$ cat config.mk
export PLATFORM = sky130hd
export DESIGN_NAME = direction_input_conditioner
export DESIGN_NICKNAME = d
export VERILOG_FILES = /design/src/rtl/team_09_pkg.sv /design/src/rtl/button_debouncer.sv /design/src/rtl/direction_input_conditioner.sv
export SDC_FILE = /design/constraint.sdc
export NUM_CORES = 1
export LEC_CHECK = 0
export CAP_MARGIN = 15
export CORE_UTILIZATION = 40
export CTS_CLUSTER_SIZE = 16
export DETAILED_ROUTE_END_ITERATION = 6
export PLACE_DENSITY_LB_ADDON = 0.1
export SLEW_MARGIN = 20
export SYNTH_ARGS = -nofsm -noshare
export SYNTH_HDL_FRONTEND = slang
export SYNTH_SLANG_ARGS = --single-unit
$ cat constraint.sdc
create_clock -name clk -period 6.05 [get_ports clk]
set_input_delay 0.9075 -clock clk [delete_from_list [all_inputs] [get_ports clk]]
set_output_delay 0.9075 -clock clk [all_outputs]
set_load 0.03 [all_outputs]
$ cat src/rtl/team_09_pkg.sv
// Shared types and constants for the snake-game input path.
// Direction encoding is chosen so that the opposite direction is the LSB inverted.
package team_09_pkg;

  typedef enum logic [1:0] {
    DIR_UP    = 2'b00,
    DIR_DOWN  = 2'b01,
    DIR_LEFT  = 2'b10,
    DIR_RIGHT = 2'b11
  } dir_t;

  // 10 ms of stable input at 12 MHz
  localparam int DEBOUNCE_CYCLES_DEFAULT = 120000;

  function automatic dir_t opposite(input dir_t d);
    return dir_t'({d[1], ~d[0]});
  endfunction

endpackage

$ cat src/rtl/button_debouncer.sv
// One push button: 2-flop synchronizer, counting debouncer, and a
// registered one-cycle pulse on each accepted press (rising stable level).
module button_debouncer
  import team_09_pkg::*;
#(
  parameter int DEBOUNCE_CYCLES = DEBOUNCE_CYCLES_DEFAULT
) (
  input  logic clk,
  input  logic nrst,
  input  logic en,
  input  logic raw_i,
  output logic level_o,
  output logic press_o
);

  localparam int CNT_W = (DEBOUNCE_CYCLES < 2) ? 1 : $clog2(DEBOUNCE_CYCLES + 1);
  localparam logic [CNT_W-1:0] CNT_LAST = CNT_W'(DEBOUNCE_CYCLES - 1);

  logic             sync_p0;
  logic             sync_p1;
  logic             level_q;
  logic             press_q;
  logic [CNT_W-1:0] cnt_q;

  always_ff @(posedge clk or negedge nrst) begin
    if (!nrst) begin
      sync_p0 <= 1'b0;
      sync_p1 <= 1'b0;
      level_q <= 1'b0;
      press_q <= 1'b0;
      cnt_q   <= '0;
    end else if (en) begin
      // synchronizer stage boundary: sync_p1 is the first safe copy of raw_i
      sync_p0 <= raw_i;
      sync_p1 <= sync_p0;
      press_q <= 1'b0;
      if (sync_p1 == level_q) begin
        cnt_q <= '0;
      end else if (cnt_q >= CNT_LAST) begin
        level_q <= ~level_q;
        cnt_q   <= '0;
        press_q <= ~level_q;
      end else begin
        cnt_q <= cnt_q + 1'b1;
      end
    end else begin
      press_q <= 1'b0;
    end
  end

  assign level_o = level_q;
  assign press_o = press_q & en;

endmodule

$ cat src/rtl/direction_input_conditioner.sv
// Debounces the six game buttons and turns direction presses into a pending
// direction that is committed to the snake on each game-step strobe.
module direction_input_conditioner
  import team_09_pkg::*;
#(
  parameter int DEBOUNCE_CYCLES = DEBOUNCE_CYCLES_DEFAULT
) (
  input  logic       clk,
  input  logic       nrst,
  input  logic       en,
  input  logic [3:0] pb_dir_i,
  input  logic       pb_mode_i,
  input  logic       pb_obs_i,
  input  logic       sync_i,
  output logic [1:0] dir_o,
  output logic [1:0] dir_pending_o,
  output logic       mode_pulse_o,
  output logic       obs_pulse_o,
  output logic       any_press_o
);

  logic [5:0] raw;
  logic [5:0] level;
  logic [5:0] press;
  logic [5:0] pulse;
  logic       sel_vld;
  dir_t       sel_dir;
  logic       accept;
  dir_t       dir_q;
  dir_t       pend_q;

  assign raw = {pb_obs_i, pb_mode_i, pb_dir_i};

  for (genvar i = 0; i < 6; i++) begin : g_btn
    button_debouncer #(
      .DEBOUNCE_CYCLES(DEBOUNCE_CYCLES)
    ) u_btn (
      .clk    (clk),
      .nrst   (nrst),
      .en     (en),
      .raw_i  (raw[i]),
      .level_o(level[i]),
      .press_o(press[i])
    );
  end

  // a press pulse always coincides with its debounced level being high
  assign pulse = press & level;

  always_comb begin
    sel_vld = 1'b0;
    sel_dir = DIR_RIGHT;
    if (pulse[3]) begin
      sel_vld = 1'b1;
      sel_dir = DIR_UP;
    end else if (pulse[2]) begin
      sel_vld = 1'b1;
      sel_dir = DIR_DOWN;
    end else if (pulse[1]) begin
      sel_vld = 1'b1;
      sel_dir = DIR_LEFT;
    end else if (pulse[0]) begin
      sel_vld = 1'b1;
      sel_dir = DIR_RIGHT;
    end
    accept = sel_vld && (sel_dir != opposite(dir_q));
  end

  always_ff @(posedge clk or negedge nrst) begin
    if (!nrst) begin
      dir_q  <= DIR_RIGHT;
      pend_q <= DIR_RIGHT;
    end else if (en) begin
      // commit stage boundary: the old pending value moves to dir_q
      if (sync_i) begin
        dir_q <= pend_q;
      end
      if (accept) begin
        pend_q <= sel_dir;
      end
    end
  end

  assign dir_o         = dir_q;
  assign dir_pending_o = pend_q;
  assign mode_pulse_o  = pulse[4];
  assign obs_pulse_o   = pulse[5];
  assign any_press_o   = |pulse;

endmodule

**Word level (Yosys, flattened, before mapping)**

Cells that the tools add are included.

- Flip-flop bits (word level): 130
- Logic and storage cells: 118
- Input bits: 10

- Bitwise gates (word level): 20
- Eq/ne operators: 7
- Reduce and logical (&&, ||, !) cells: 10
- Order comparisons: 6
- $add $sub $neg: 6
- Muxes and demuxes: 37

Operators by type and width:

| operator | count |
|---|---|
| $mux W17 | 12 |
| $add A17 B1 Y17 const B | 6 |
| $ge A17 B17 Y1 const B | 6 |
| $mux W1 | 23 |
| $reduce_and A3 Y1 | 6 |
| $not A1 Y1 | 13 |
| $and A1 B1 Y1 | 6 |
| $and A6 B6 Y6 | 1 |
| $eq A1 B1 Y1 | 6 |
| $reduce_or A6 Y1 | 1 |
| $mux W2 | 2 |
| $reduce_and A2 Y1 | 2 |
| $ne A2 B2 Y1 | 1 |
| $logic_and A1 B1 Y1 | 1 |

**Depth between registers and ports, before layout**

Gate-level depths: netlist of run 1.

- Word-level depth: 8
- Mapped depth: 8

**Modules after synthesis**

Synthesis of run 1 repeated with hierarchy kept, for this count alone.

- Cells, all modules: 710
- Area total of the unflattened synthesis: 7108.1 sq um

Modules (own cells, without submodules):

| module | area each (sq um) | sequential area each (sq um) | times used | cells an instance |
|---|---|---|---|---|
| button_debouncer | 1138.6 | 525.5 | 6 | 114 |
| direction_input_conditioner | 276.5 | 105.1 | 1 | 26 |

**Least setup slack after synthesis of run 1**

Ideal clock, no wire load.

- Path type: in2out
- From: input port en
- To: output port any_press_o
- Path buffers: 1
- Setup slack: 3216 ps
- Data arrival time: 1926 ps
- Data required time: 5142 ps
- Stages: 3
- Cells stage by stage: clkbuf_1 and3_1 or3_1

- Word-level cells in the longest chain between the ends: 3
- Elaborated cells between the ends (all ways): 8
- Classes of those cells: bitwise (7); reduce/logical (1)

RTL lines:

| element | RTL line | text |
|---|---|---|
| start, declared | direction_input_conditioner.sv:10 | `input logic en,` |
| $and A1 B1 Y1 | button_debouncer.sv:52 | `assign press_o = press_q & en;` |
| $and A6 B6 Y6 | direction_input_conditioner.sv:48 | `assign pulse = press & level;` |
| net mode_pulse_o | direction_input_conditioner.sv:17 | `output logic mode_pulse_o,` |
| $reduce_or A6 Y1 | direction_input_conditioner.sv:88 | `assign any_press_o = \|pulse;` |
| end, declared | direction_input_conditioner.sv:19 | `output logic any_press_o` |

The timed path passes the listed nets, and every way through them passes these cells.

**Worst setup path in the final report of run 1**

- From: input port en
- To: output port any_press_o

- Word-level cells in the longest chain between the ends: 3
- Elaborated cells between the ends (all ways): 8
- Classes of those cells: bitwise (7); reduce/logical (1)

RTL lines:

| element | RTL line |
|---|---|
| $and A1 B1 Y1 | button_debouncer.sv:52 |
| $and A6 B6 Y6 (*) | direction_input_conditioner.sv:48 |
| $reduce_or A6 Y1 (*) | direction_input_conditioner.sv:88 |

Mark *: on every way between the ends. The rest lies on a longest branch, timed or not.

==> impl_metrics.env, run 1 <==
export IMPL_reg2regPathDepth=5
export IMPL_drtAntennaViolNets=0
export IMPL_drv_cap=0
export IMPL_clk_pin_slew_worst_paths_ns=0.06
export IMPL_first_pass_iters=5
export IMPL_synth_nets=764
export IMPL_grt_pass1_vias=5615
export IMPL_power_leakage_uw=0.00337
export IMPL_min_period_ns=3.55
export IMPL_outcome="finished clean"
export IMPL_whs_path_depth=1
export IMPL_groute_usage_overall_pct=18.7
export IMPL_htree_levels=4
export IMPL_clkLatencyLatePin_ns=0.42
export IMPL_drv_slew=0
export IMPL_synth_warnings=0
export IMPL_grt_ovfl_total=0
export IMPL_cts_resized=0
export IMPL_routed_wl_um=16000
export IMPL_r2r_start="g_btn[4].u_btn.cnt_q[13]"
export IMPL_skew_ns=0.00746
export IMPL_cts_num_sinks=130
export IMPL_drt_iter0_markers=334
export IMPL_die_w_um=136
export IMPL_critPathKind="in2out"
export IMPL_synthTopCellsByArea="dfrtp_1 44%, a22o_1 3.9%, nand2_1 3.4%"
export IMPL_cts_root_buf="clkbuf_16"
export IMPL_period_share_pct=58.6
export IMPL_synth_area_leader_cell="dfrtp_1"
export IMPL_seq_area_um2=3260
export IMPL_grt_max_degree=74
export IMPL_fp_dieH_um=136
export IMPL_required_ns=5.14
export IMPL_timing_final_hold_violations=0
export IMPL_via_count=5912
export IMPL_drive_above_1_share_pct=10.2
export IMPL_initial_utilization_pct=41.1
export IMPL_cts_buffer_depth=2
export IMPL_r2r_end="g_btn[4].u_btn.cnt_q[11]"
export IMPL_yosysSeqAreaShare_pct=45.6
export IMPL_cts_tree="built"
export IMPL_numCtsBuffers=17
export IMPL_fillerInstances=1642
export IMPL_synthesis_area_um2=7140
export IMPL_dr_wl_met3_um=534
export IMPL_hold_buffers=0
export IMPL_viasPerCell=5.98
export IMPL_yosys_register_bits=130
export IMPL_ir_worst_vdd_mv=0.193
export IMPL_rsz0062_at_grt="false"
export IMPL_cp_arrival_ns=2.64
export IMPL_end_kind="primary output"
export IMPL_top_layer="met4"
export IMPL_yosysUniqueCellTypes=66
export IMPL_powerDensity_nw_per_um2=289
export IMPL_layout_common_cells="126 x dfrtp_1, 64 x nand2_1, 38 x o21ai_0"
export IMPL_worstMarginPinSlew_ns=0.962
export IMPL_syn_inst=748
export IMPL_fmax_mhz=282
export IMPL_crit_path_start_kind="input pin"
export IMPL_final_nets=766
export IMPL_dr_wl_met2_um=7610
export IMPL_synth_edf_count=0
export IMPL_area_growth_pct=13.5
export IMPL_min_from="g_btn[0].u_btn.level_o"
export IMPL_fp_coreArea_um2=17400
export IMPL_gp_congestion=0.810
export IMPL_num_antenna_cells=0
export IMPL_multiInputGateArea_um2=3650
export IMPL_final_common_cell="dfrtp_1"
export IMPL_synthFlopType="dfrtp_1"
export IMPL_slew_headroom_pct=35.9
export IMPL_portBuffers=16
export IMPL_grt_pass1_wl_um=27300
export IMPL_postCtsSetupBuffers=0
export IMPL_rows=48
export IMPL_holdPathEnd="g_btn[0].u_btn.press_q"
export IMPL_dpl_worst_slack_ns=2.20
export IMPL_antenna_found_initial=0
export IMPL_min_path_type="reg2reg"
export IMPL_cp_max_fo=58
export IMPL_fin_ws_ns=2.50
export IMPL_finalSetupViolCount=0
export IMPL_dieArea_um2=18400
export IMPL_setup_tns_ns=0
export IMPL_pin_count=17
export IMPL_routedLengthMet1_um=7660
export IMPL_synth_area_per_cell_um2=9.55
export IMPL_rrSetupSlack_ns=2.99
export IMPL_place_hpwl_um=9980
export IMPL_routedWlPerCell_um=16.2
export IMPL_drc=0
export IMPL_synth_top_area_share_pct=44.2
export IMPL_async_flop_share_pct=100
-- synth_stat cells (all sizes together), types with 18 or more instances --
| master | number |
|---|---|
| mux2 | 22 |
| nand4 | 24 |
| nor3 | 18 |
| o21ai | 38 |
| and3 | 28 |
| nor2 | 34 |
| a31oi | 31 |
| a21oi | 29 |
| nand2 | 65 |
| inv | 18 |
| a22o | 32 |
| dfrtp | 126 |
| nand3 | 34 |
| clkbuf | 31 |
-- flip-flops by register name, indices dropped and copies added, names as in the netlist --
signal               cells
dir_o                    2
dir_pending_o            2
g_btn.u_btn.cnt_q      102
g_btn.u_btn.level_o      6
g_btn.u_btn.press_q      6
g_btn.u_btn.sync_p0      6
g_btn.u_btn.sync_p1      6
-- routing by layer --
layer / global-route usage (%) / up-vias
met5: 0 / -
met4: 6.55 / 0
met3: 4.75 / 14
met2: 29.4 / 108
met1: 24.9 / 2921
li1: - / 2869
-- worst max-delay path: stages --
cell and delay (ns):
buf_4 0.47, and3_1 0.37, or3_1 0.18, clkdlybuf4s50_1 0.68
-- how the worst max path moves through the flow --
stage                     startpoint                  endpoint  slack [ns]  depth (start not counted)
after global routing              en   g_btn[5].u_btn.cnt_q[6]        2.37                          7
after CTS                         en               any_press_o        2.54                          4
after floorplan                   en               any_press_o        3.22                          3
after detailed placement          en  g_btn[5].u_btn.cnt_q[15]        2.20                          7
after global placement            en   g_btn[5].u_btn.cnt_q[6]        2.31                          7
final                             en               any_press_o        2.50                          4
-- power by group --
part	internal (uW)	total [uW]	switching, uW	leakage, uW
clock	712	1100	390	0.000298
sequential	927	1010	78.3	0.00175
combinational	95.1	231	136	0.00132
total	1730	2340	604	0.00337
-- area by class of cell --
| cell class | instances | area share (%) |
|---|---|---|
| Multi-Input combinational cell | 560 | 45.1 |
| Sequential cell | 130 | 40.2 |
| Clock buffer | 20 | 5.63 |
| Tap cell | 225 | 3.47 |
| Timing Repair Buffer | 22 | 2.52 |
| Clock inverter | 12 | 2.24 |
| Inverter | 19 | 0.880 |
-- cell families after synthesis --
logic type / Yosys count / share of synthesized area (%)
AO/OA/AOI/OAI: 220 / 21.8
flip-flops: 130 / 45.6
XOR/XNOR: 10 / 1.23
buffers and inverters: 58 / 3.31
multiplexers: 31 / 4.78
adder cells (fa/ha/maj): 6 / 1.05
AND/OR/NAND/NOR: 293 / 22.2
-- per-stage QoR --
stage               hold WS [ns]  cells  cell area (um2)  utilization [%]  power, uW
finish                     0.500    988             8110             46.7       2340
global route               0.509    988             8110             46.7       2450
CTS                        0.503    988             8100             46.7       2370
detailed placement         0.491    956             7460             43.0       1250
global placement           0.473    956             7460             43.0       1240
floorplan                  0.444    748             7140                -       1170
Note: power is estimated with default switching activity, not from simulation.
==> inputs of run 2 (changes only) <==
==> constraint.sdc (replaced) <==
create_clock -name clk -period 2.93 [get_ports clk]
set_input_delay 0.4395 -clock clk [delete_from_list [all_inputs] [get_ports clk]]
set_output_delay 0.4395 -clock clk [all_outputs]
set_load 0.03 [all_outputs]
==> impl_metrics.env, run 2 (synthesis results as in run 1) <==
export IMPL_cp_num_cells=4
export IMPL_cts_resized=0
export IMPL_drtAntennaViolNets=0
export IMPL_drv_cap=0
export IMPL_num_antenna_cells=0
export IMPL_clkLatencyLatePin_ns=0.43
export IMPL_power_leakage_uw=0.00343
export IMPL_place_hpwl_um=10600
export IMPL_cts_tree="built"
export IMPL_numCtsBuffers=17
export IMPL_worstMarginPinSlew_ns=0.862
export IMPL_clk_pin_slew_worst_paths_ns=0.06
export IMPL_regMostFlops="g_btn.u_btn.cnt_q"
export IMPL_routed_wl_um=16400
export IMPL_critPathKind="reg2out"
export IMPL_die_w_um=136
export IMPL_outcome="finished clean"
export IMPL_dieArea_um2=18400
export IMPL_cts_num_sinks=130
export IMPL_use_met1_pct=26.0
export IMPL_required_ns=2.49
export IMPL_drv_slew=0
export IMPL_rows=48
export IMPL_postCtsSetupBuffers=0
export IMPL_min_path_type="in2async"
export IMPL_drc=0
export IMPL_skew_ns=0.0111
export IMPL_grt_pass1_vias=5756
export IMPL_crit_chain="a22o_1, o21a_1, or3_1, clkdlybuf4s50_1"
export IMPL_critPathBufInv=1
export IMPL_fp_dieH_um=136
export IMPL_pin_count=17
export IMPL_crit_path_start_kind="flip-flop"
export IMPL_cts_buffer_depth=2
export IMPL_final_common_cell="dfrtp_1"
export IMPL_area_growth_pct=14.7
export IMPL_portBuffers=16
export IMPL_gp_congestion=0.789
export IMPL_drive_above_1_share_pct=11.6
export IMPL_initial_utilization_pct=41.1
export IMPL_final_nets=779
export IMPL_cts_root_buf="clkbuf_16"
export IMPL_antenna_found_initial=0
export IMPL_viasPerCell=5.89
export IMPL_reg2regPathDepth=6
export IMPL_period_share_pct=93.1
export IMPL_hold_buffers=0
export IMPL_grt_max_degree=68
export IMPL_max_stage_delay_ns=0.62
export IMPL_fillerInstances=1642
export IMPL_groute_usage_overall_pct=19.4
export IMPL_end_kind="primary output"
export IMPL_routedWlPerCell_um=16.4
export IMPL_cp_arrival_ns=2.29
export IMPL_finish_utilization_pct=47.2
export IMPL_cp_max_fo=5
export IMPL_setup_tns_ns=0
export IMPL_rsz0062_at_grt="false"
export IMPL_first_pass_iters=4
export IMPL_grt_ovfl_total=0
export IMPL_grt_util_met3_pct=4.86
export IMPL_fmax_mhz=367
export IMPL_powerDensity_nw_per_um2=582
export IMPL_via_count=5898
export IMPL_ir_worst_vdd_mv=0.426
export IMPL_grt_util_met2_pct=30.4
export IMPL_cp_top_family="buffers and inverters"
export IMPL_layout_common_cells="126 x dfrtp_1, 64 x nand2_1, 38 x o21ai_0"
export IMPL_grt_busiest_layer="met2"
export IMPL_htree_levels=4
export IMPL_drt_iter0_markers=293
export IMPL_timing_final_hold_violations=0
export IMPL_slew_headroom_pct=42.5
export IMPL_largest_reg_flops=102
export IMPL_grt_pass1_wl_um=28300
export IMPL_fp_coreArea_um2=17400
export IMPL_finalSetupViolCount=0
export IMPL_slowest_stage="clkdlybuf4s50_1"
export IMPL_min_period_ns=2.73
[run 2: where the power goes]
group	internal [uW]	switching (uW)
clock network	1360	826
logic	217	291
registers	1910	163
total	3490	1280
[run 2: worst reg2reg max path, delay by kind of cell, from the launching register on]
| family | cells | cell delay (ns) |
|---|---|---|
| flops | 1 | 0.43 |
| buf+inv | 1 | 0.19 |
| simple gates | 3 | 1.29 |
| compound gates | 2 | 0.42 |
[run 2: final cells by class]
type                    count  area [um2]  area share (%)
well taps                 225         282            3.44
repair buffers             35         327            3.99
clock buffers              19         443            5.41
flip-flops and latches    130        3260            39.8
multi-input cells         560        3650            44.5
clock inverters            13         161            1.97
inverters                  19        71.3           0.871
[run 2: layer usage]
metal / wire (um) / part of all wire, %
met5: 0 / 0
met4: 165 / 1.0
met3: 485 / 3.0
met2: 7650 / 47
met1: 8140 / 50
[run 2: stage by stage]
stage	hold slack [ns]	instances	worst slack, ns	total power [uW]	cell area [um2]
floorplan	0.144	748	0.653	2420	7140
global placement	0.466	969	0.505	2590	7580
detailed placement	0.486	969	0.468	2610	7580
CTS	0.0431	1001	0.195	4820	8190
global route	0.0721	1001	0.0961	4980	8190
finish	0.0234	1001	0.203	4770	8190
[run 2: final timing paths]
kind | from | end | slack, ns
worst min register to register | g_btn[4].u_btn.level_o | g_btn[4].u_btn.press_q | 0.50
min in group clk | en | g_btn[2].u_btn.cnt_q[1] | 0.40
worst max-delay path | g_btn[2].u_btn.level_o | any_press_o | 0.20
max in group asynchronous | nrst | dir_o[0] | 2.07
worst max register to register | g_btn[4].u_btn.cnt_q[13] | g_btn[4].u_btn.cnt_q[2] | 0.47
worst min-delay path | nrst | g_btn[0].u_btn.cnt_q[5] | 0.02
